`src/rtl/sid_pkg.sv`:
```
// Shared types for the SID bus initiator: register-sized fields, the
// latched bus request, and the bus master state encoding.
package sid_pkg;

    typedef logic [4:0] reg5_t;
    typedef logic [7:0] reg8_t;

    typedef struct packed {
        logic  write;
        reg5_t addr;
        reg8_t data;
    } sid_bus_req_t;

    typedef enum logic [1:0] {
        IDLE,
        PEND,
        ACCESS,
        RESET
    } bus_master_state_t;

endpackage

```
`src/rtl/sid_phi2_gen.sv`:
```
// Free-running phi2 phase counter. phi2 is registered so that it is low
// for the first half of the count and high for the second half, aligned
// with cnt.
module sid_phi2_gen #(
    parameter  int PHI2_DIV = 24,
    localparam int CNT_W    = $clog2(PHI2_DIV)
) (
    input  logic             clk,
    input  logic             rst,
    output logic [CNT_W-1:0] cnt,
    output logic             phi2,
    output logic             boundary,
    output logic             phi2_rise
);

    localparam logic [CNT_W-1:0] LAST = CNT_W'(PHI2_DIV - 1);
    localparam logic [CNT_W-1:0] HALF = CNT_W'(PHI2_DIV / 2);

    logic [CNT_W-1:0] cnt_nxt;

    // Next phase value, wrapping at the end of the phi2 period.
    always_comb begin
        cnt_nxt = (cnt == LAST) ? '0 : cnt + 1'b1;
    end

    // Phase counter and phi2, both derived from the same next count.
    always_ff @(posedge clk) begin
        if (rst) begin
            cnt  <= '0;
            phi2 <= 1'b0;
        end else begin
            cnt  <= cnt_nxt;
            phi2 <= (cnt_nxt >= HALF);
        end
    end

    assign boundary  = (cnt == LAST);
    assign phi2_rise = (cnt == HALF - 1'b1);

endmodule

```
`src/rtl/sid_bus_master.sv`:
```
// SID bus initiator: runs single register read/write cycles aligned to
// phi2 periods and issues res_n pulses on command.
module sid_bus_master
    import sid_pkg::*;
#(
    parameter int PHI2_DIV     = 24,
    parameter int RESET_CYCLES = 10
) (
    input  logic       clk,
    input  logic       rst,
    input  logic       req_valid,
    output logic       req_ready,
    input  logic       req_write,
    input  logic [4:0] req_addr,
    input  logic [7:0] req_data,
    output logic       rsp_valid,
    output logic [7:0] rsp_data,
    input  logic       res_req,
    output logic       phi2,
    output logic [4:0] addr,
    output logic       r_w_n,
    output logic       cs_n,
    output logic       res_n,
    output logic [7:0] data_o,
    output logic       data_oe,
    input  logic [7:0] data_i
);

    localparam int CNT_W = $clog2(PHI2_DIV);
    localparam int RC_W  = (RESET_CYCLES > 1) ? $clog2(RESET_CYCLES) : 1;
    localparam logic [CNT_W-1:0] HALF    = CNT_W'(PHI2_DIV / 2);
    localparam logic [RC_W-1:0]  RC_LAST = RC_W'(RESET_CYCLES - 1);

    bus_master_state_t state, state_nxt;
    sid_bus_req_t      req_in, req_q;
    logic [CNT_W-1:0]  cnt;
    logic [RC_W-1:0]   rst_cnt;
    logic              boundary, phi2_rise;
    logic              pend_rst, accept, enter_access;

    sid_phi2_gen #(.PHI2_DIV(PHI2_DIV)) u_phi2 (
        .clk       (clk),
        .rst       (rst),
        .cnt       (cnt),
        .phi2      (phi2),
        .boundary  (boundary),
        .phi2_rise (phi2_rise)
    );

    assign req_in       = {req_write, req_addr, req_data};
    assign accept       = (state == IDLE) && req_valid && !res_req;
    assign enter_access = (state_nxt == ACCESS) && (state != ACCESS);

    // State register.
    always_ff @(posedge clk) begin
        if (rst) state <= IDLE;
        else     state <= state_nxt;
    end

    // Next state; a command taken on the boundary clk skips PEND so the
    // new phi2 period still begins at cnt 0.
    always_comb begin
        state_nxt = state;
        case (state)
            IDLE: begin
                if (res_req)        state_nxt = boundary ? RESET : PEND;
                else if (req_valid) state_nxt = boundary ? ACCESS : PEND;
            end
            PEND: begin
                if (boundary) state_nxt = pend_rst ? RESET : ACCESS;
            end
            ACCESS: begin
                if (boundary) state_nxt = IDLE;
            end
            RESET: begin
                if (boundary && (rst_cnt == RC_LAST)) state_nxt = IDLE;
            end
            default: state_nxt = IDLE;
        endcase
    end

    // Bus strobes decoded from state; they only move on state changes,
    // which happen at boundaries, so cs_n and r_w_n change at cnt 0.
    always_comb begin
        req_ready = (state == IDLE) && !res_req;
        cs_n      = (state != ACCESS);
        r_w_n     = !((state == ACCESS) && req_q.write);
        res_n     = (state != RESET);
        data_oe   = (state == ACCESS) && req_q.write && (cnt >= HALF);
    end

    // Response, bus address/data registers and reset pulse counter.
    always_ff @(posedge clk) begin
        if (rst) begin
            rsp_valid <= 1'b0;
            rsp_data  <= '0;
            addr      <= '0;
            data_o    <= '0;
            pend_rst  <= 1'b0;
            rst_cnt   <= '0;
        end else begin
            rsp_valid <= (state == ACCESS) && boundary;
            if ((state == ACCESS) && boundary && !req_q.write)
                rsp_data <= data_i;
            if (enter_access)
                addr <= (state == IDLE) ? req_in.addr : req_q.addr;
            if ((state == ACCESS) && req_q.write && phi2_rise)
                data_o <= req_q.data;
            if (state == IDLE)
                pend_rst <= res_req;
            if (state != RESET)
                rst_cnt <= '0;
            else if (boundary)
                rst_cnt <= rst_cnt + 1'b1;
        end
    end

    // Request latch, loaded on accept.
    always_ff @(posedge clk) begin
        if (accept) req_q <= req_in;
    end

endmodule

```
`config.mk`:
```
export PLATFORM = sky130hd
export DESIGN_NAME = sid_bus_master
export DESIGN_NICKNAME = d
export VERILOG_FILES = /design/src/rtl/sid_pkg.sv /design/src/rtl/sid_phi2_gen.sv /design/src/rtl/sid_bus_master.sv
export SDC_FILE = /design/constraint.sdc
export NUM_CORES = 1
export LEC_CHECK = 0
export CAP_MARGIN = 20
export CORE_UTILIZATION = 35
export CTS_CLUSTER_SIZE = 24
export DETAILED_ROUTE_END_ITERATION = 7
export SLEW_MARGIN = 5
export SYNTH_ARGS = -nofsm -noshare
export SYNTH_HDL_FRONTEND = slang
export SYNTH_SLANG_ARGS = --single-unit
```
`constraint.sdc`:
```
create_clock -name clk -period 3.61 [get_ports clk]
set_input_delay 0.5415 -clock clk [delete_from_list [all_inputs] [get_ports clk]]
set_output_delay 0.5415 -clock clk [all_outputs]
set_load 0.01 [all_outputs]
```
# After elaboration in Yosys (flattened, before gate mapping)
# Index checks and enable logic that the tools add are counted.
# W data, S select, Z words.
[totals] regBits=49 input_bits=26
[classes] add_sub_neg=2 n_lt_le_gt_ge=2 n_eq_ne=9 mux=11 reduce_logical=15
[ops] cell="$mux W2" count=7
[ops] cell="$ge A5 B4 Y1 const B" count=2
[ops] cell="$logic_and A1 B1 Y1" count=10
[ops] cell="$mux W5" count=2
[ops] cell="$pmux W2 S4" count=1
[ops] cell="$eq A2 B2 Y1 const B" count=3
[ops] cell="$add A5 B1 Y5 const B" count=1
[ops] cell="$eq A5 B4 Y1 const B" count=1
[ops] cell="$eq A5 B5 Y1 const B" count=1
[ops] cell="$add A4 B1 Y4 const B" count=1
[ops] cell="$eq A4 B4 Y1 const B" count=1
[ops] cell="$ne A2 B2 Y1 const B" count=2
[ops] cell="$logic_not A1 Y1" count=3
[ops] cell="$eq A2 B1 Y1 const B" count=1
[ops] cell="$logic_not A2 Y1" count=1
[ops] cell="$reduce_or A2 Y1" count=1
[ops] cell="$mux W1" count=1

# Depth between registers and ports, before layout
# Gate-level depths: netlist (run 1).
[depth] ltp_word=7 mapped_depth=6

# Modules after synthesis
# A second synthesis (run 1) with hierarchy kept.
[unflattened] hier_cells=179 area_unflattened_um2=1895.6
[by_module_without_submodules] module="sid_bus_master" instances=1 cells_each=155 area_per_inst_um2=1637.8 seq_area_each_um2=1001.0
[by_module_without_submodules] module="sid_phi2_gen" instances=1 cells_each=24 area_per_inst_um2=257.7 seq_area_each_um2=120.1

# Worst setup path before layout (run 1)
# Ideal clock, no wire load.
[synth_path] kind="register to output" start="reg state[0]" end="out data_oe" arrival_ns=1.207 required_ns=3.069 path_slack_ns=1.862 stages_incl_launch_ff=6 path_buffers=2 cell_sequence="dfxtp_1 > buf_6 > and3b_1 > buf_2 > clkinv_1 > nor2_1"
[synth_between] elab_chain_len=3
[synth_rtl] element="start, declared" line="sid_bus_master.sv:34" rtl="bus_master_state_t state, state_nxt;"
[synth_rtl] element="start signal, assigned" line="sid_bus_master.sv:57" rtl="else state <= state_nxt;"
[synth_rtl] element="$eq A2 B2 Y1" line="sid_bus_master.sv:89" rtl="data_oe = (state == ACCESS) && req_q.write && (cnt >= HALF);"
[synth_rtl] element="$logic_and A1 B1 Y1 (2 in series)" line="sid_bus_master.sv:89"
[synth_rtl] element="end, declared" line="sid_bus_master.sv:25" rtl="output logic data_oe,"
# Every way passes these cells.

# Final worst setup path (run 1)
# Same ends and word-level chain as after synthesis.

==> impl_metrics.tcl, run 1 <==
set metrics [dict create \
    status "finished, final reports clean" \
    clk_pin_slew_ps 90 \
    hold_start "rsp_data[6]" \
    ys_seq_area_share_pct 55.1 \
    fin_skew_ps 8.96 \
    synth_cell_types 39 \
    syn_inst 195 \
    max_slew.worst_pin.slew_ps 863 \
    fillers 533 \
    r2r_setup_slack_ps 1820 \
    diodes 0 \
    cp-start-kind "flip-flop" \
    slowest_stage "clkdlybuf4s50_1" \
    initial_core_util_pct 36.7 \
    core_area_um2 5540 \
    synth.avg_cell_area_um2 10.4 \
    path_cells "and3b_1, clkinv_1, nor2_1, clkdlybuf4s50_1" \
    rsz0062_at_grt "false" \
    num_rows 27 \
    cap_violations 0 \
    synth-warning-count 0 \
    layout.nets 273 \
    hp-class "reg2reg" \
    die-area_um2 6120 \
    antenna_found_initial 0 \
    hold_buffers 0 \
    crit_type "reg2out" \
    post-cts-setup-buffers 0 \
    setup.worst_path.start "state[0]" \
    area_growth_pct 33.2 \
    max_slew_margin_pct 42.4 \
    grt_start_max_net_pins 32 \
    cts_resized 0 \
    dp_hpwl_um 2710 \
    timing.final.crit_share_pct 78.2 \
    placement.io_buffers 53 \
    peakVddDrop_uv 175 \
    die_width_um 78.2 \
    cts-root-buf "clkbuf_8" \
    die_y_um 78.2 \
    power.leakage_nw 0.979 \
    slew_viol_final 0 \
    tritoncts "built" \
    antenna_left 0 \
    grt_pass1_vias 1356 \
    fin_crit_ps 2820 \
    vias_per_cell 4.76 \
    place_congestion 0.770 \
    yosysMostFrequentCell "dfxtp_1" \
    synth_fp_nets 225 \
    cts_sinks 49 \
    io_pins 54 \
    fmax_ghz 0.354 \
    post-place-ws_ps 1120 \
    finalSetupTns_ps 0 \
    r2r_start "u_phi2.cnt[0]" \
    layout-drive-gt1-share_pct 7.38 \
    crit_fanout 19 \
    routed_wl_um 3940 \
    cts_htree_levels 2 \
    min_to "rsp_data[6]" \
    synth_common_cells "dfxtp_1, nand2_1, edfxtp_1, mux2i_1" \
    hold_violations 0 \
    dr.pass1.iters 4 \
    final.setup.worst_slack_ps 787 \
    hold_depth 2 \
    clk_latency_ps 310 \
    wl_per_cell_um 12.5 \
    drc_errors 0 \
    cpPeakStageDelay_ps 540 \
    synth_edf_count 14 \
    cts_buffers 5 \
    drt-initial-drc-count 77 \
    worstRegToRegCells 4 \
    holdWs_ps 461 \
    grt_pass1_wl_um 6410 \
    grt.overflow.total 0 \
    num_vias 1503 \
    setup_violations 0 \
    synthTopCellsByArea "dfxtp_1, edfxtp_1, mux2i_1, nand2_1, a21oi_1" \
    cp.required_ps 3070 \
    synth_area_leader_cell "dfxtp_1" \
    clockBufferDepth 2 \
    arrival_ps 2280 \
    end_kind "primary output" \
    synth_ff_type "dfxtp_1" \
    powerDensity_nw_per_um2 388 \
    syn_area_um2 2030 \
    async_reset_ff_share_pct 0 \
    utilization_pct 48.9 \
    rr_endpoint "rsp_data[4]" \
    synth_top_area_share_pct 34.4 \
    ys_ff_latch 49 \
    grt_use_total_pct 13.6 \
]
[registers in the layout (all words and copies together) (netlist names)]
name	flops
data_o	8
req_q	14
pend_rst	1
rsp_data	8
u_phi2.cnt	5
rst_cnt	4
u_phi2.phi2	1
addr	5
rsp_valid	1
state	2
[area by class of cell]
type                    count  area (um^2)  area share [%]
inverters                   7         26.3           0.970
repair buffers             55          543            20.0
clock buffers               5         68.8            2.54
multi-input cells         125          815            30.1
clock inverters             3         46.3            1.71
well taps                  72         90.1            3.32
flip-flops and latches     49         1120            41.4
[report_power, final]
part	total, mW	switching, mW	internal [mW]
logic	0.0674	0.0260	0.0414
clock network	0.398	0.190	0.207
registers	0.587	0.0111	0.576
total	1.05	0.227	0.825
[critical path: cells and delay by family (launching register included)]
kind	cells	cell delay (ps)
buffers and inverters	2	830
and+or+nand+nor	2	630
DFF	1	510
[stage by stage]
step,instance area [um^2],std cells,total power [mW]
finish,2710,316,1.05
global route,2710,316,1.09
CTS,2710,315,1.06
detailed placement,2590,307,0.667
global placement,2590,307,0.668
floorplan,2030,195,0.633
[kinds of logic after synthesis]
family | share of synthesized area, %
and+or+nand+nor | 16.9
DFF | 55.1
AOI/OAI and AO/OA | 9.72
buffers and inverters | 4.86
muxes | 9.66
adders and majority gates | 2.46
xor gates and xnor gates | 1.29
[metal layers]
metal	vias up	wire [um]	GRT usage (%)
met3	8	195	4.42
met1	687	2040	18.8
met4	0	68	5.56
li1	775	-	-
met2	33	1630	19.2
met5	-	0	0
[cells in the final DEF (no fill, tap or decap), types with 2 or more instances in the layout]
cell type	count
nand2_1	29
inv_1	6
nor3_1	4
nand3_1	11
and4b_1	2
nand2b_1	2
edfxtp_1	14
mux2i_1	14
ha_1	4
dfxtp_1	35
xnor2_1	2
a21oi_1	13
clkbuf_8	5
mux2_2	5
clkdlybuf4s50_1	53
or3_1	3
o21ai_0	13
nor2_1	5
[how the worst max path moves through the flow]
stage               endpoint  slack (ps)  cells past startpoint
floorplan            data_oe        1860                      5
global placement     data_oe        1160                      4
detailed placement   data_oe        1120                      4
CTS                  data_oe         790                      4
global route         data_oe         590                      4
finish               data_oe         790                      4
Power figures use the tool's default switching activity.
==> inputs of run 2 (changes only) <==
- clock period: 3.61 -> 2.85 ns (I/O delays scaled with it)
==> impl_metrics.tcl, run 2 (same netlist as run 1, synthesis figures left out) <==
set metrics [dict create \
    largest-register "req_q" \
    diodes 0 \
    cp-start-kind "flip-flop" \
    powerDensity_nw_per_um2 457 \
    largest_register_ffs 14 \
    setup_violations 0 \
    layout_common_cells "clkdlybuf4s50_1, dfxtp_1, nand2_1" \
    grt_start_max_net_pins 19 \
    core_area_um2 5540 \
    drc_errors 0 \
    cts-root-buf "clkbuf_8" \
    slowest_stage "clkdlybuf4s50_1" \
    hold_depth 2 \
    place_congestion 0.726 \
    grt_pass1_vias 1440 \
    die-area_um2 6120 \
    timing.final.crit_share_pct 88.9 \
    vias_per_cell 4.76 \
    tritoncts "built" \
    layout.cells.non_filler 318 \
    antenna_left 0 \
    arrival_ps 2110 \
    end_kind "primary output" \
    cts_sinks 49 \
    holdWs_ps 464 \
    cts_buffers 5 \
    peakVddDrop_uv 223 \
    initial_core_util_pct 36.7 \
    status "finished, final reports clean" \
    fin_skew_ps 11.0 \
    io_pins 54 \
    die_y_um 78.2 \
    placed_cells 310 \
    min_to "rsp_data[3]" \
    rr_endpoint "rsp_data[4]" \
    grt.overflow.total 0 \
    layout.nets 275 \
    crit_type "reg2out" \
    power.leakage_nw 0.980 \
    crit_fanout 13 \
    cap_violations 0 \
    place_area_um2 2610 \
    path_cells "and3b_1, clkinv_1, nor2_1, clkdlybuf4s50_1" \
    r2r_setup_slack_ps 1000 \
    wl_per_cell_um 12.9 \
    clk_latency_ps 300 \
    area_growth_pct 32.7 \
    worstRegToRegCells 4 \
    max_slew_margin_pct 57.2 \
    cpPeakStageDelay_ps 540 \
    dr.pass1.iters 3 \
    grt_pass1_wl_um 6710 \
    routed_wl_um 4110 \
    top_regs "req_q (14), data_o (8), rsp_data (8)" \
    placement.io_buffers 53 \
    clockBufferDepth 2 \
    grt_use_total_pct 14.1 \
    rsz0062_at_grt "false" \
    num_vias 1514 \
    fin_crit_ps 2530 \
    die_width_um 78.2 \
    slew_viol_final 0 \
    antenna_found_initial 0 \
    cp.required_ps 2420 \
    drt-initial-drc-count 67 \
    hp-class "reg2reg" \
    num_rows 27 \
    dp_hpwl_um 2850 \
    r2r_start "u_phi2.cnt[0]" \
    hold_buffers 0 \
    layout-drive-gt1-share_pct 8.13 \
    layout_commonest_cell "clkdlybuf4s50_1" \
    hold_start "rsp_data[3]" \
    finalInstanceArea_um2 2700 \
    finalSetupTns_ps 0 \
    max_slew.worst_pin.slew_ps 642 \
    hold_violations 0 \
    clk_pin_slew_ps 80 \
    cts_htree_levels 2 \
    fmax_ghz 0.395 \
]
run 2: changes by cell type in the layout (fill, tap and decap cells not counted), sizes merged:
cell      delta
clkinvlp     -1
clkinv       +2
bufinv       -1
buf          +2
run 2: worst max-delay path: cells and delay by family, from the launching register on:
family | cells | cell delay, ps
buffers and inverters | 2 | 830
and+or+nand+nor | 2 | 530
DFF | 1 | 460
run 2: stage by stage:
stage	total power [mW]	setup WS [ps]	utilization, %
3_5_place_dp	0.849	493	47.2
4_1_cts	1.25	156	48.7
5_1_grt	1.29	92.0	48.7
3_3_place_gp	0.849	526	47.2
2_1_floorplan	0.802	1130	-
6_report	1.23	316	48.7
run 2: worst max path at each step:
stage	startpoint	to	slack, ps	depth (start not counted)
floorplan	state[0]	req_q[0]	1130	4
global placement	state[1]	data_oe	530	4
detailed placement	state[1]	data_oe	490	4
CTS	state[1]	data_oe	160	4
global route	state[1]	data_oe	90	4
finish	state[1]	data_oe	320	4
run 2: power by group:
part           internal [mW]  switching (mW)  total, mW
sequential             0.729         0.00794      0.737
combinational         0.0548          0.0405     0.0953
clock                  0.170           0.231      0.401
total                  0.954           0.280       1.23
run 2: area by class of cell:
type / instances / area [um^2]
fill: 549 / 2840
sequential: 49 / 1120
multi-input combinational: 125 / 815
timing repair buffer: 57 / 561
tap: 72 / 90.1
clock buffer: 5 / 68.8
inverter: 7 / 26.3
clock inverter: 3 / 17.5
run 2: repair_timing:
action | 4_1_cts | 5_1_grt
buffers inserted | 0 | 0
endpoints found under the hold margin | 0 | 0
endpoints found under the setup margin | 0 | 1
resized for setup | 0 | 1
run 2: per-layer routing:
metal	wire length [um]	global-route usage, %	up-vias
li1	-	-	781
met1	2110	19.2	702
met2	1790	21.5	26
met3	147	3.37	5
met4	56	5.56	0
met5	0	0	-
==> inputs of run 3 (changes only) <==
- SETUP_SLACK_MARGIN: not set -> 0.5
==> impl_metrics.tcl, run 3 (same netlist as run 1, synthesis figures left out) <==
set metrics [dict create \
    largest_register_ffs 14 \
    drt-initial-drc-count 72 \
    end_kind "primary output" \
    crit_type "in2out" \
    cp-start-kind "input pin" \
    highest_layer "met4" \
    dp_hpwl_um 2850 \
    wl_per_cell_um 12.9 \
    fmax_ghz 0.461 \
    antenna_left 0 \
    holdWs_ps 464 \
    cap_violations 0 \
    drc_errors 0 \
    drt-met1-wl_um 2120 \
    num_vias 1527 \
    cp.required_ps 2420 \
    grt_use_total_pct 14.1 \
    rsz0062_at_grt "false" \
    hold_depth 2 \
    cts-root-buf "clkbuf_8" \
    fin_skew_ps 11.0 \
    worstRegToRegCells 4 \
    crit_top_cell "clkdlybuf4s50_1" \
    clk_pin_slew_ps 80 \
    cpPeakStageDelay_ps 590 \
    grt_start_max_net_pins 19 \
    max_slew_margin_pct 56.8 \
    num_rows 27 \
    hold_violations 0 \
    wl_met3_um 150 \
    cts_htree_levels 2 \
    slowest_stage "clkdlybuf4s50_1" \
    path_cells "clkdlybuf4s50_1, nor3_1, clkdlybuf4s50_1" \
    slew_viol_final 0 \
    io_pins 54 \
    core_area_um2 5540 \
    largest-register "req_q" \
    clk_latency_ps 300 \
    multiInputGateArea_um2 816 \
    status "finished, final reports clean" \
    die-area_um2 6120 \
    power.leakage_nw 0.992 \
    tritoncts "built" \
    cts_sinks 49 \
    grt.overflow.total 0 \
    grt_pass1_wl_um 6710 \
    post-place-ws_ps 493 \
    hp-class "reg2reg" \
    routed_wl_um 4140 \
    antenna_found_initial 0 \
    initial_core_util_pct 36.7 \
    layout_commonest_cell "clkdlybuf4s50_1" \
    grt_pass1_vias 1440 \
    finalSetupTns_ps 0 \
    layout_common_cells "clkdlybuf4s50_1, dfxtp_1, nand2_1" \
    cts_buffers 5 \
    die_y_um 78.2 \
    layout-drive-gt1-share_pct 9.68 \
    timing.final.crit_share_pct 76.1 \
    wl_met2_um 1820 \
    vias_per_cell 4.77 \
    layout.nets 277 \
    arrival_ps 1740 \
    clockBufferDepth 2 \
    place_congestion 0.726 \
    peakVddDrop_uv 223 \
    placement.io_buffers 53 \
    top_regs "req_q (14), data_o (8), rsp_data (8)" \
    powerDensity_nw_per_um2 453 \
    setup_violations 0 \
    die_width_um 78.2 \
    crit_fanout 6 \
    fin_crit_ps 2170 \
    fillers 550 \
    diodes 0 \
    dr.pass1.iters 4 \
    area_growth_pct 33.8 \
    max_slew.worst_pin.slew_ps 648 \
    regArea_um2 1120 \
    final.setup.worst_slack_ps 681 \
]
-- run 3: cell count changes in the layout (fill, tap and decap cells not counted), sizes merged --
cell,delta
clkinv,-1
inv,+1
buf,+2
-- run 3: path summary, 6_finish.rpt --
| path | slack, ps | endpoint | start |
|---|---|---|---|
| hold reg to reg | 460 | rsp_data[3] | rsp_data[3] |
| hold / removal | 460 | rsp_data[3] | rsp_data[3] |
| setup reg to reg | 1000 | rsp_data[4] | u_phi2.cnt[0] |
| setup / recovery | 680 | req_ready | res_req |
-- run 3: per-stage QoR --
stage,total power [mW],instances,util [%],cell area [um^2]
floorplan,0.802,195,-,2030
global placement,0.849,310,47.2,2610
detailed placement,0.849,310,47.2,2610
CTS,1.25,318,48.8,2700
global route,1.29,320,49.1,2720
finish,1.23,320,49.1,2720
-- run 3: critical path, delay by kind of cell --
family        cells  cell delay, ps
buf+inv           2            1070
simple gates      1             250
-- run 3: where the power goes --
part / total (mW) / switching, mW / internal, mW
clock: 0.402 / 0.231 / 0.170
sequential: 0.736 / 0.00785 / 0.728
combinational: 0.0953 / 0.0405 / 0.0548
-- run 3: layout make-up --
type,count,area share [%]
Sequential cell,49,41.3
Multi-Input combinational cell,125,30.0
Timing Repair Buffer,59,21.1
Tap cell,72,3.31
Clock buffer,5,2.53
Inverter,7,1.06
Clock inverter,3,0.644
-- run 3: per-layer routing --
| layer | global-route usage (%) | up-vias |
|---|---|---|
| met3 | 3.37 | 5 |
| met2 | 21.5 | 28 |
| met4 | 5.56 | 0 |
| li1 | - | 785 |
| met5 | 0 | - |
| met1 | 19.2 | 709 |
-- run 3: timing repair --
item	CTS	global route
pin swaps	0	1
gates resized for setup	3	2
setup endpoints to repair	2	1
hold buffers	0	0
setup buffers	0	2
